==> src/rtl/pipeline_ctrl_if.sv <==
// Handshake/control bundle between the dtcore32 datapath and its hazard controller.
// Inputs to the controller are valid for the whole cycle; outputs are combinational same-cycle.
interface pipeline_ctrl_if #(
  parameter int STALL_CNT_W = 32
);
  logic [4:0]             id_rs1_addr;
  logic [4:0]             id_rs2_addr;
  logic                   id_rs1_used;
  logic                   id_rs2_used;
  logic                   ex_valid;
  logic                   ex_is_load;
  logic [4:0]             ex_rd_addr;
  logic                   ex_redirect;
  logic                   mem_trap;
  logic                   dmem_req;
  logic                   dmem_rvalid;
  logic                   imem_req;
  logic                   imem_rvalid;
  logic                   imem_req_allow;
  logic                   imem_discard;
  logic                   if_stall;
  logic                   if_id_stall;
  logic                   id_ex_stall;
  logic                   ex_mem_stall;
  logic                   mem_wb_stall;
  logic                   if_id_flush;
  logic                   id_ex_flush;
  logic                   ex_mem_flush;
  logic                   mem_wb_flush;
  logic                   if_id_bubble;
  logic                   id_ex_bubble;
  logic                   mem_wb_bubble;
  logic [STALL_CNT_W-1:0] stall_cycles;
  logic                   dm_state_dbg;

  modport master (
    output id_rs1_addr, id_rs2_addr, id_rs1_used, id_rs2_used, ex_valid, ex_is_load,
           ex_rd_addr, ex_redirect, mem_trap, dmem_req, dmem_rvalid, imem_req, imem_rvalid,
    input  imem_req_allow, imem_discard, if_stall, if_id_stall, id_ex_stall, ex_mem_stall,
           mem_wb_stall, if_id_flush, id_ex_flush, ex_mem_flush, mem_wb_flush,
           if_id_bubble, id_ex_bubble, mem_wb_bubble, stall_cycles, dm_state_dbg
  );

  modport slave (
    input  id_rs1_addr, id_rs2_addr, id_rs1_used, id_rs2_used, ex_valid, ex_is_load,
           ex_rd_addr, ex_redirect, mem_trap, dmem_req, dmem_rvalid, imem_req, imem_rvalid,
    output imem_req_allow, imem_discard, if_stall, if_id_stall, id_ex_stall, ex_mem_stall,
           mem_wb_stall, if_id_flush, id_ex_flush, ex_mem_flush, mem_wb_flush,
           if_id_bubble, id_ex_bubble, mem_wb_bubble, stall_cycles, dm_state_dbg
  );
endinterface

==> src/rtl/pipeline_ctrl.sv <==
// Hazard/stall/flush controller for the 5-stage dtcore32 pipeline: dmem wait tracking,
// load-use detection, EX redirects, MEM traps and stale-fetch discarding.
module pipeline_ctrl #(
  parameter int MAX_OUTSTANDING = 2,
  parameter int STALL_CNT_W     = 32
) (
  input logic            clk,
  input logic            rst,
  pipeline_ctrl_if.slave bus
);
  typedef enum logic {DM_IDLE, DM_WAIT} dm_state_t;

  dm_state_t              dm_state, dm_state_next;
  logic [2:0]             outstanding_cnt, outstanding_next;
  logic [2:0]             discard_cnt, discard_next;
  logic [STALL_CNT_W-1:0] stall_cnt;
  logic                   dmem_stall, trap_act, redirect_act, load_use, load_use_act;
  logic                   mark_stale, if_stall_int, discard_int;

  always_ff @(posedge clk) begin
    if (rst) dm_state <= DM_IDLE;
    else     dm_state <= dm_state_next;
  end

  // A response arriving in DM_IDLE is ignored: it neither changes state nor releases anything.
  always_comb begin
    dm_state_next = dm_state;
    dmem_stall    = 1'b0;
    case (dm_state)
      DM_IDLE: begin
        dmem_stall = bus.dmem_req;
        if (bus.dmem_req) dm_state_next = DM_WAIT;
      end
      DM_WAIT: begin
        dmem_stall = !bus.dmem_rvalid;
        if (bus.dmem_rvalid) dm_state_next = DM_IDLE;
      end
      default: dm_state_next = DM_IDLE;
    endcase
  end

  always_comb begin
    load_use = bus.ex_valid && bus.ex_is_load && (bus.ex_rd_addr != 5'd0) &&
               ((bus.id_rs1_used && (bus.id_rs1_addr == bus.ex_rd_addr)) ||
                (bus.id_rs2_used && (bus.id_rs2_addr == bus.ex_rd_addr)));
    // A trap only counts when the MEM stage is not mid-access; otherwise it is held in EX/MEM.
    trap_act     = !rst && bus.mem_trap && (dm_state == DM_IDLE) && !bus.dmem_req;
    redirect_act = !rst && !trap_act && !dmem_stall && bus.ex_redirect && bus.ex_valid;
    load_use_act = !rst && !trap_act && !dmem_stall && !redirect_act && load_use;
    mark_stale   = trap_act || redirect_act;
    if_stall_int = !rst && (dmem_stall || load_use_act);
    discard_int  = !rst && bus.imem_rvalid && ((discard_cnt != 3'd0) || mark_stale);
  end

  always_comb begin
    bus.imem_req_allow = !rst && ((outstanding_cnt < 3'(MAX_OUTSTANDING)) || bus.imem_rvalid);
    bus.imem_discard   = discard_int;
    bus.if_stall       = if_stall_int;
    bus.if_id_stall    = if_stall_int;
    bus.id_ex_stall    = !rst && dmem_stall;
    bus.ex_mem_stall   = !rst && dmem_stall;
    bus.mem_wb_stall   = 1'b0;
    bus.if_id_flush    = rst || mark_stale;
    bus.id_ex_flush    = rst || mark_stale;
    bus.ex_mem_flush   = rst || trap_act;
    bus.mem_wb_flush   = rst;
    // Fetch bubble only applies when IF/ID is actually loading this cycle.
    bus.if_id_bubble   = !rst && !if_stall_int && !mark_stale && (!bus.imem_rvalid || discard_int);
    bus.id_ex_bubble   = load_use_act;
    bus.mem_wb_bubble  = !rst && (trap_act || dmem_stall);
    bus.stall_cycles   = stall_cnt;
    bus.dm_state_dbg   = (dm_state == DM_WAIT);
  end

  always_comb begin
    outstanding_next = outstanding_cnt + {2'b00, bus.imem_req} - {2'b00, bus.imem_rvalid};
    discard_next     = discard_cnt;
    if (mark_stale)                                   discard_next = outstanding_next;
    else if (bus.imem_rvalid && discard_cnt != 3'd0)  discard_next = discard_cnt - 3'd1;
  end

  always_ff @(posedge clk) begin
    if (rst) begin
      outstanding_cnt <= 3'd0;
      discard_cnt     <= 3'd0;
      stall_cnt       <= '0;
    end else begin
      outstanding_cnt <= outstanding_next;
      discard_cnt     <= discard_next;
      if (if_stall_int && (stall_cnt != '1)) stall_cnt <= stall_cnt + 1'b1;
    end
  end

  a_req_allowed: assert property (@(posedge clk) disable iff (rst)
    bus.imem_req |-> bus.imem_req_allow);
endmodule
==> src/flat_wrapper.sv <==
// flat-port wrapper written by rule: the top's interface ports become plain ports
module pipeline_ctrl_flat 
#(
  parameter int MAX_OUTSTANDING = 2,
  parameter int STALL_CNT_W     = 32
)
  (clk, rst, bus_id_rs1_addr, bus_id_rs2_addr, bus_id_rs1_used, bus_id_rs2_used, bus_ex_valid, bus_ex_is_load, bus_ex_rd_addr, bus_ex_redirect, bus_mem_trap, bus_dmem_req, bus_dmem_rvalid, bus_imem_req, bus_imem_rvalid, bus_imem_req_allow, bus_imem_discard, bus_if_stall, bus_if_id_stall, bus_id_ex_stall, bus_ex_mem_stall, bus_mem_wb_stall, bus_if_id_flush, bus_id_ex_flush, bus_ex_mem_flush, bus_mem_wb_flush, bus_if_id_bubble, bus_id_ex_bubble, bus_mem_wb_bubble, bus_stall_cycles, bus_dm_state_dbg);
  pipeline_ctrl_if #(.STALL_CNT_W(STALL_CNT_W)) bus_i ();
  input logic clk;
  input logic rst;
  input wire logic [$bits(bus_i.id_rs1_addr)-1:0] bus_id_rs1_addr;
  input wire logic [$bits(bus_i.id_rs2_addr)-1:0] bus_id_rs2_addr;
  input wire logic [$bits(bus_i.id_rs1_used)-1:0] bus_id_rs1_used;
  input wire logic [$bits(bus_i.id_rs2_used)-1:0] bus_id_rs2_used;
  input wire logic [$bits(bus_i.ex_valid)-1:0] bus_ex_valid;
  input wire logic [$bits(bus_i.ex_is_load)-1:0] bus_ex_is_load;
  input wire logic [$bits(bus_i.ex_rd_addr)-1:0] bus_ex_rd_addr;
  input wire logic [$bits(bus_i.ex_redirect)-1:0] bus_ex_redirect;
  input wire logic [$bits(bus_i.mem_trap)-1:0] bus_mem_trap;
  input wire logic [$bits(bus_i.dmem_req)-1:0] bus_dmem_req;
  input wire logic [$bits(bus_i.dmem_rvalid)-1:0] bus_dmem_rvalid;
  input wire logic [$bits(bus_i.imem_req)-1:0] bus_imem_req;
  input wire logic [$bits(bus_i.imem_rvalid)-1:0] bus_imem_rvalid;
  output wire logic [$bits(bus_i.imem_req_allow)-1:0] bus_imem_req_allow;
  output wire logic [$bits(bus_i.imem_discard)-1:0] bus_imem_discard;
  output wire logic [$bits(bus_i.if_stall)-1:0] bus_if_stall;
  output wire logic [$bits(bus_i.if_id_stall)-1:0] bus_if_id_stall;
  output wire logic [$bits(bus_i.id_ex_stall)-1:0] bus_id_ex_stall;
  output wire logic [$bits(bus_i.ex_mem_stall)-1:0] bus_ex_mem_stall;
  output wire logic [$bits(bus_i.mem_wb_stall)-1:0] bus_mem_wb_stall;
  output wire logic [$bits(bus_i.if_id_flush)-1:0] bus_if_id_flush;
  output wire logic [$bits(bus_i.id_ex_flush)-1:0] bus_id_ex_flush;
  output wire logic [$bits(bus_i.ex_mem_flush)-1:0] bus_ex_mem_flush;
  output wire logic [$bits(bus_i.mem_wb_flush)-1:0] bus_mem_wb_flush;
  output wire logic [$bits(bus_i.if_id_bubble)-1:0] bus_if_id_bubble;
  output wire logic [$bits(bus_i.id_ex_bubble)-1:0] bus_id_ex_bubble;
  output wire logic [$bits(bus_i.mem_wb_bubble)-1:0] bus_mem_wb_bubble;
  output wire logic [$bits(bus_i.stall_cycles)-1:0] bus_stall_cycles;
  output wire logic [$bits(bus_i.dm_state_dbg)-1:0] bus_dm_state_dbg;
  assign bus_i.id_rs1_addr = bus_id_rs1_addr;
  assign bus_i.id_rs2_addr = bus_id_rs2_addr;
  assign bus_i.id_rs1_used = bus_id_rs1_used;
  assign bus_i.id_rs2_used = bus_id_rs2_used;
  assign bus_i.ex_valid = bus_ex_valid;
  assign bus_i.ex_is_load = bus_ex_is_load;
  assign bus_i.ex_rd_addr = bus_ex_rd_addr;
  assign bus_i.ex_redirect = bus_ex_redirect;
  assign bus_i.mem_trap = bus_mem_trap;
  assign bus_i.dmem_req = bus_dmem_req;
  assign bus_i.dmem_rvalid = bus_dmem_rvalid;
  assign bus_i.imem_req = bus_imem_req;
  assign bus_i.imem_rvalid = bus_imem_rvalid;
  assign bus_imem_req_allow = bus_i.imem_req_allow;
  assign bus_imem_discard = bus_i.imem_discard;
  assign bus_if_stall = bus_i.if_stall;
  assign bus_if_id_stall = bus_i.if_id_stall;
  assign bus_id_ex_stall = bus_i.id_ex_stall;
  assign bus_ex_mem_stall = bus_i.ex_mem_stall;
  assign bus_mem_wb_stall = bus_i.mem_wb_stall;
  assign bus_if_id_flush = bus_i.if_id_flush;
  assign bus_id_ex_flush = bus_i.id_ex_flush;
  assign bus_ex_mem_flush = bus_i.ex_mem_flush;
  assign bus_mem_wb_flush = bus_i.mem_wb_flush;
  assign bus_if_id_bubble = bus_i.if_id_bubble;
  assign bus_id_ex_bubble = bus_i.id_ex_bubble;
  assign bus_mem_wb_bubble = bus_i.mem_wb_bubble;
  assign bus_stall_cycles = bus_i.stall_cycles;
  assign bus_dm_state_dbg = bus_i.dm_state_dbg;
  pipeline_ctrl #(.MAX_OUTSTANDING(MAX_OUTSTANDING), .STALL_CNT_W(STALL_CNT_W)) u_core (.clk(clk), .rst(rst), .bus(bus_i));
endmodule
==> config.mk <==
export PLATFORM = sky130hd
export DESIGN_NAME = pipeline_ctrl_flat
export DESIGN_NICKNAME = d
export VERILOG_FILES = /design/src/rtl/pipeline_ctrl_if.sv /design/src/rtl/pipeline_ctrl.sv /design/src/flat_wrapper.sv
export SDC_FILE = /design/constraint.sdc
export NUM_CORES = 1
export LEC_CHECK = 0
export ABC_CLOCK_PERIOD_IN_PS = 2300
export BUFFER_PORTS_ARGS = -buffer_cell sky130_fd_sc_hd__buf_4
export CAP_MARGIN = 20
export CORE_MARGIN = 2
export CORE_UTILIZATION = 30
export DETAILED_ROUTE_END_ITERATION = 7
export GPL_ROUTABILITY_DRIVEN = 1
export PLACE_DENSITY = 0.59
export SKIP_CTS_REPAIR_TIMING = 1
export SYNTH_ARGS = -nofsm -noshare
export SYNTH_HDL_FRONTEND = slang
export SYNTH_SLANG_ARGS = --single-unit
==> constraint.sdc <==
create_clock -name clk -period 2.3 [get_ports clk]
set_input_delay 0.115 -clock clk [delete_from_list [all_inputs] [get_ports clk]]
set_output_delay 0.115 -clock clk [all_outputs]
set_load 0.005 [all_outputs]
---- Word level (Yosys, flattened, before mapping) ----
Index checks and enable logic that the tools add are counted.
word-level totals
  word-level logic and storage cells ...... 65
  register bits after elaboration ......... 39
  output and inout port bits .............. 47
  input port bits ......................... 27
cells by class
  $lt $le $gt $ge ......................... 1
  bitwise gates (word level) .............. 1
  add/subtract/negate cells ............... 4
  reduce and logical (&&, ||, !) cells .... 46
  multiplexer cells ....................... 6
  equal/unequal tests ..................... 3
operators by type and width
  kind                   count
  $add 32x1->32 const B  1
  $ne 32x32->1 const B   1
  $logic_and 1x1->1      25
  $eq 5x5->1             2
  $logic_not 1->1        9
  $logic_or 1x1->1       9
  $mux 3                 2
  $reduce_bool 5->1      1
  $pmux 1 s2             2
  $add 3x1->3            1
  $lt 3x2->1 const B     1
  $reduce_bool 3->1      1
  $sub 3x1->3            1
  $sub 3x1->3 const B    1
  $mux 1                 2
  $reduce_bool 2->1      1
  $not 1->1              1

---- Longest topological paths before layout ----
Gate-level depths: netlist of run 1.
  depth after elaboration ................. 18
  gate-level depth with buffers ........... 10
  depth with buffers taken out ............ 8

---- Worst setup path after synthesis of run 1 ----
No wires, ideal clock.
  path type ............................... reg2reg
  start ................................... reg u_core.stall_cnt[0], in the netlist u_core.bus.stall_cycles[0]
  end ..................................... reg u_core.stall_cnt[23], in the netlist u_core.bus.stall_cycles[23]
  buffers on the path ..................... 4
  period minus slack after synthesis ...... 2.120 ns
  required time ........................... 2.169 ns
  path slack .............................. 0.180 ns
  setup time .............................. 0.131 ns
  data arrival time ....................... 1.989 ns
  stages on the path, launching flop included .. 11
  cells stage by stage .................... dfxtp_1 > ha_1 > and4_4 > buf_6 > and3_4 > and3_4 > buf_6 > buf_4 > buf_2 > o311ai_1 > o41ai_1
on the way
  cells in the longest elaborated chain, start to end .. 2
  elaborated cells on any way between the ends .. 3
  those cells by class .................... add/sub (1); eq/ne (1); reduce/logical (1)
ends and longest elaborated chain
  what                                                                   RTL line             text
  from (decl)                                                            pipeline_ctrl.sv:16  logic [STALL_CNT_W-1:0] stall_cnt;
  from (signal assigned)                                                 pipeline_ctrl.sv:90  if (if_stall_int && (stall_cnt != '1)) stall_cnt <= stall_cnt + 1'b1;
  parallel branches: the longest is 2 deep, another holds $add 32x1->32  --
Several ways; the timed one is not identified.
A chain may end at the register's enable or synchronous reset.

---- Final worst setup path of run 1 ----
  start ................................... reg u_core.dm_state, in the netlist u_core.bus.dm_state_dbg
  end ..................................... reg u_core.stall_cnt[11], in the netlist u_core.bus.stall_cycles[11]
on the way
  cells in the longest elaborated chain, start to end .. 14
  elaborated cells on any way between the ends .. 16
  those cells by class .................... mux (1); bitwise (1); reduce/logical (14)
ends and longest elaborated chain
  what                             RTL line                                  text
  from (decl)                      pipeline_ctrl.sv:13                       dm_state_t dm_state, dm_state_next;
  from (signal assigned)           pipeline_ctrl.sv:22                       else dm_state <= dm_state_next;
  $not 1->1                        pipeline_ctrl.sv:29, pipeline_ctrl.sv:47
  $logic_and 1x1->1 (2 in series)  pipeline_ctrl.sv:47                       trap_act = !rst && bus.mem_trap && (dm_state == DM_IDLE) && !bus.dmem_req;
  $logic_not 1->1                  pipeline_ctrl.sv:48, pipeline_ctrl.sv:49
  $logic_and 1x1->1 (2 in series)  pipeline_ctrl.sv:48, pipeline_ctrl.sv:49
  $logic_and 1x1->1 (2 in series)  pipeline_ctrl.sv:48                       redirect_act = !rst && !trap_act && !dmem_stall && bus.ex_redirect && bus.ex_valid;
  $logic_not 1->1                  pipeline_ctrl.sv:49                       load_use_act = !rst && !trap_act && !dmem_stall && !redirect_act && load_use;
  $logic_and 1x1->1 (2 in series)  pipeline_ctrl.sv:49
  $logic_or 1x1->1 *               pipeline_ctrl.sv:51                       if_stall_int = !rst && (dmem_stall || load_use_act);
  $logic_and 1x1->1 *              pipeline_ctrl.sv:51
  $logic_and 1x1->1 *              pipeline_ctrl.sv:90
Mark *: on every way between the ends. The rest lies on a longest branch, timed or not.

==> impl_results.md, run 1 <==
* Routed vias/inst at 5.29
* Library cells used by synthesis at 43
* Leakage power at 1.26 nW
* Grt peak-use layer: met2
* Worst-path clk slew at 0.08 ns
* Antenna cells at 0
* Ys flop type: dfxtp_1
* Crit Path Class: reg2reg
* Top cells by area, synth: dfxtp_1, or4_1, o31ai_1, a21oi_1, xnor2_1
* # port buffers at 72
* Tightest Pin Transition at 0.519 ns
* Post-DR wirelength/cell at 13.6 µm
* Power per cell area at 531 nW/µm²
* Reg-to-reg critical path startpoint: u_core.bus.dm_state_dbg
* Async SR Flop Fraction at 0%
* Post-synthesis cell area at 2440 µm²
* Starting Density at 31.2%
* Routed vias at 2,426
* GRT met2 Usage at 25.3%
* Yosys reg bits at 39
* Crit-path max FO at 31
* Flop-to-flop setup slack at 0.12 ns
* Gpl congestion at 0.766
* Peak supply drop at 295 µV
* Avg Inst Size Synth at 8.46 µm²
* Maximum clock frequency at 459 MHz
* Crit-path cells: or3_4 -> a21oi_2 -> and4bb_4 -> a21boi_4 -> buf_12 -> or4_1 -> a21oi_2
* Tcrit/Tclk final at 94.8%
* CTS Sinks at 39
* Root buffer cell: clkbuf_8
* Rows at 32
* Setup Viol. Count Final at 0
* First-pass GRT wire length at 10,500 µm
* Yosys top cell by area: dfxtp_1
* Area of the core at 7810 µm²
* Synth top area share at 32.0%
* Sequential cell area fraction in the yosys report at 32.0%
* Initial drt markers at 80
* CP top delay family: simple AND/OR/NAND/NOR gates
* Crit-path most repeated cell: a21oi_2
* Die footprint at 8860 µm²
* Outcome: finished clean
* Total track usage at 14.6%
* Number of synthesized flops with an enable pin at 0
* Max Cap Viol at 0
* I/O Pins at 74
* Antenna-violating nets left at 0
* TritonRoute pass-1 iters at 4
* Fillcell total at 827
* DRC at 0
* RSZ-0062 raised after global routing: false
* Largest stage delay, worst path at 0.53 ns
* CTS tree: built
* Clk_skew at 0.00537 ns
* Final WL at 6240 µm
* Ys Warns at 0
* Largest net degree at the start of global routing at 48
* Share of post-route cells with drive strength above 1 at 30.8%
* Total negative slack at 0 ns
* Crit path from: u_core.bus.dm_state_dbg
* Mapped Nets at 322
* Min Tclk post-route at 2.18 ns
* Post-DP HPWL at 4530 µm
* M1 GR Usage at 17.6%
* Htree depth at 2
* Critical path depth at 7
* Num CTS Buffers at 5
* Req. time, crit path at 2.53 ns
* Critical path endpoint category: flip-flop
* Chip Width at 94.1 µm
* Critical R2R Capture: u_core.bus.stall_cycles[11]
* Fin Hold WS at 0.184 ns
* Relative slew margins at 65.4%
* Fin. Hold Viols at 0
* Number of global-route vias before repair at 2,302
* Worst hold path class: in2reg
* Initial antenna violation count at 0
* Pins over their slew limit at 0
* Die Y at 94.1 µm
* Cell count after synthesis at 288
* Reg2reg path depth at 7
* Grt ovf at 0
* Slowest CP cell: or4_1
* Buffer depth of the longest clock path at 2
* CP bufs+invs at 1
* Layout area overhead at 32.1%
* End of the critical path: u_core.bus.stall_cycles[11]
* Skew-Pair Late Insertion Delay at 0.29 ns
* Fin nets at 390
* GR Layer Usage met3 at 4.09%
* CP arrival at 2.41 ns
* Critical Path Start Type: flip-flop
==> cells in the final DEF, fill, tap and decap left out, types with 4 or more instances in the layout <==
cell,instances
and4_1,9
o311ai_1,4
a211oi_1,4
o41ai_1,5
or2_2,4
buf_4,85
nand2_1,16
nor2_1,13
dfxtp_1,39
nand4_1,7
inv_1,13
nand3_1,14
a21oi_1,25
o31ai_1,23
and3_1,7
clkbuf_8,6
xnor2_1,12
ha_1,6
or4_1,25
==> tightest hold or removal path, stage by stage <==
cell and delay, ns:
buf_4 0.08, ha_1 0.14, nor2b_1 0.12
==> kinds of logic (layout without fill, tap and decap cells) <==
| group | after synthesis | after routing | synth area share, % |
|---|---|---|---|
| compound gates | 71 | 71 | 20.0 |
| xor+xnor | 12 | 12 | 4.31 |
| fa+ha+maj | 7 | 7 | 3.90 |
| buf+inv | 40 | 109 | 8.78 |
| flops | 39 | 39 | 32.0 |
| mux | 3 | 3 | 1.33 |
| other cells | 1 | 1 | 0.154 |
| simple gates | 115 | 115 | 29.5 |
==> layout make-up <==
| class | instances | area (µm²) | share of cell area (%) |
|---|---|---|---|
| Clock buffer | 6 | 82.6 | 2.57 |
| Tap cell | 102 | 128 | 3.96 |
| Inverter | 13 | 48.8 | 1.52 |
| Timing Repair Buffer | 88 | 698 | 21.7 |
| Clock inverter | 2 | 35.0 | 1.09 |
| Sequential cell | 39 | 781 | 24.3 |
| Multi-Input combinational cell | 209 | 1450 | 44.9 |
==> synthesized netlist by cell type, types with 9 or more instances <==
| cell type | instances |
|---|---|
| or4_1 | 25 |
| and4_1 | 9 |
| a21oi_1 | 26 |
| nand3_1 | 14 |
| o31ai_1 | 23 |
| inv_1 | 13 |
| nor2_1 | 13 |
| xnor2_1 | 12 |
| dfxtp_1 | 39 |
| nand2_1 | 16 |
| buf_2 | 9 |
==> sequential cells by signal, indices dropped and copies added (netlist names) <==
| name | flops |
|---|---|
| u_core.bus.dm_state_dbg | 1 |
| u_core.bus.stall_cycles | 32 |
| u_core.discard_cnt | 3 |
| u_core.outstanding_cnt | 3 |
==> where the power goes <==
part / switching, mW / total [mW] / internal [mW]
clock: 0.253 / 0.604 / 0.351
sequential: 0.0234 / 0.735 / 0.712
combinational: 0.184 / 0.371 / 0.187
==> how the worst min path moves through the flow <==
stage / startpoint / to / slack, ns / cells after the start
2_1_floorplan: rst / bus_mem_wb_flush / 0.31 / 1
3_3_place_gp: u_core.bus.stall_cycles[20] / u_core.bus.stall_cycles[20] / 0.48 / 2
3_5_place_dp: bus_imem_req / u_core.outstanding_cnt[0] / 0.49 / 3
4_1_cts: bus_dmem_req / u_core.bus.dm_state_dbg / 0.17 / 3
5_1_grt: bus_imem_req / u_core.outstanding_cnt[0] / 0.21 / 3
6_report: bus_imem_req / u_core.outstanding_cnt[0] / 0.18 / 3
==> per-stage QoR <==
stage | util (%) | setup slack [ns] | cell area (µm²) | instances | power [mW]
final | 41.2 | 0.120 | 3220 | 459 | 1.71
after global routing | 41.2 | 0.00989 | 3220 | 459 | 1.82
after CTS | 41.2 | 0.129 | 3220 | 459 | 1.74
after detailed placement | 39.7 | 0.155 | 3100 | 451 | 1.13
after global placement | 39.7 | 0.183 | 3100 | 451 | 1.12
after floorplan | - | 0.180 | 2440 | 288 | 0.993
==> per-layer routing <==
metal | up-vias | routed length (µm)
met4 | 0 | 46
li1 | 1225 | -
met3 | 5 | 448
met1 | 1123 | 2820
met2 | 73 | 2920
met5 | - | 0
(Power assumes the default switching activity.)
==> run 2, diff against run 1 <==
- CORE_ASPECT_RATIO: default -> 1.4
- SETUP_SLACK_MARGIN: default -> 0.3
==> run 2 against run 1 <==
  * Die area increased by 0.12%
  * Sequential share of layout area shrank 0.91 points
  * Setup slack better by 0.033 ns
  * Critical path type unchanged
==> impl_results.md, run 2 (synthesized netlist as in run 1, its figures left out) <==
* Outcome: finished clean
* Dpl ws at 0.151 ns
* Maximum clock frequency at 466 MHz
* Fillcell total at 793
* Commonest non-fill, non-tap cell in the layout: buf_4
* Tightest Pin Transition at 0.532 ns
* Htree depth at 2
* Min Tclk post-route at 2.15 ns
* Total track usage at 13.5%
* Power per cell area at 514 nW/µm²
* Fin. Hold Viols at 0
* RSZ-0062 raised after global routing: true
* Largest stage delay, worst path at 0.51 ns
* Worst-path clk slew at 0.07 ns
* Clk_skew at 0.00602 ns
* Post-DP HPWL at 4330 µm
* Grt ovf at 0
* Switching Share at 27.3%
* Die footprint at 8870 µm²
* Slowest CP cell: or4_1
* Req. time, crit path at 2.52 ns
* Buffer depth of the longest clock path at 2
* Rows at 38
* Tcrit/Tclk final at 93.3%
* Register area at 787 µm²
* Number of global-route vias before repair at 2,292
* TritonRoute pass-1 iters at 4
* Max FFs per register at 32
* Skew-Pair Late Insertion Delay at 0.29 ns
* P_sw at 0.473 mW
* Gate power share at 23.0%
* Root buffer cell: clkbuf_8
* Setup Viol. Count Final at 0
* CTS Sinks at 39
* Largest net degree at the start of global routing at 65
* Max Cap Viol at 0
* Critical path endpoint category: flip-flop
* Pins over their slew limit at 0
* Final Non-Filler Cells at 461
* Antenna-violating nets left at 0
* Starting Density at 31.3%
* Fin util at 43.2%
* Final WL at 6660 µm
* Share of post-route cells with drive strength above 1 at 37.7%
* CTS tree: built
* Chip Width at 80.2 µm
* Leakage power at 1.30 nW
* Multi-input combinational cell area at 1570 µm²
* Final worst setup slack at 0.153 ns
* First-pass GRT wire length at 10,100 µm
* Worst hold path class: in2reg
* Crit-path cells: or3_4 -> a21oi_4 -> and4bb_4 -> a21boi_4 -> clkbuf_16 -> or4_1 -> a21oi_1
* Post-DR wirelength/cell at 14.4 µm
* Die Y at 111 µm
* Crit-path max FO at 16
* # placed instances at 447
* Antenna cells at 0
* Fin Hold WS at 0.141 ns
* DRC at 0
* Critical Path Start Type: flip-flop
* Total negative slack at 0 ns
* I/O Pins at 74
* # port buffers at 72
* Routed vias/inst at 5.40
* CP bufs+invs at 1
* CP top delay family: simple AND/OR/NAND/NOR gates
* Gpl congestion at 0.753
* Clock power frac at 34.5%
* Initial antenna violation count at 0
* Area of the core at 7800 µm²
* Crit Path Class: reg2reg
* Relative slew margins at 64.6%
* Num CTS Buffers at 5
* Fin nets at 394
* CP arrival at 2.37 ns
* Layout area overhead at 38.3%
* Initial drt markers at 164
* Leading cell types in the layout, fill and taps excluded: buf_4, dfxtp_1, o31ai_1
* Internal at 1.26 mW
* Peak supply drop at 435 µV
* Routed vias at 2,489
* Seq pwr share at 42.5%
## run 2: final timing paths
path | slack (ns) | endpoint | start | cells past startpoint
worst max-delay path | 0.15 | u_core.bus.stall_cycles[13] | u_core.bus.dm_state_dbg | 7
worst min-delay path | 0.14 | u_core.bus.dm_state_dbg | bus_dmem_req | 3
worst max register to register | 0.15 | u_core.bus.stall_cycles[13] | u_core.bus.dm_state_dbg | 7
worst min register to register | 0.50 | u_core.bus.stall_cycles[20] | u_core.bus.stall_cycles[20] | 2
## run 2: layer usage
layer / wire length, µm / vias up / GRT usage (%)
li1: - / 1235 / -
met4: 47 / 0 / 2.37
met2: 3300 / 74 / 23.1
met5: 0 / - / 0
met1: 2870 / 1174 / 16.9
met3: 435 / 6 / 3.91
## run 2: through the flow
| stage | area (µm²) | total power [mW] |
|---|---|---|
| 3_3_place_gp | 3070 | 1.11 |
| 5_1_grt | 3370 | 1.83 |
| 3_5_place_dp | 3070 | 1.12 |
| 2_1_floorplan | 2480 | 1.00 |
| 4_1_cts | 3190 | 1.72 |
| 6_report | 3370 | 1.73 |
## run 2: tightest hold or removal path, stage by stage
cell     delay [ns]
buf_4          0.09
o21ai_1        0.10
nor2_1         0.09
## run 2: final cells by class
| type | count | share of cell area (%) |
|---|---|---|
| Multi-Input combinational cell | 211 | 46.5 |
| Sequential cell | 39 | 23.3 |
| Timing Repair Buffer | 90 | 21.6 |
| Tap cell | 100 | 3.71 |
| Clock buffer | 6 | 2.45 |
| Inverter | 13 | 1.45 |
| Clock inverter | 2 | 1.04 |
## run 2: power by group through the flow
stage	registers, mW	clock network, mW	logic, mW
3_3_place_gp	0.751	0	0.360
5_1_grt	0.741	0.639	0.452
4_1_cts	0.737	0.617	0.370
2_1_floorplan	0.748	0	0.252
3_5_place_dp	0.752	0	0.368
6_report	0.737	0.599	0.398
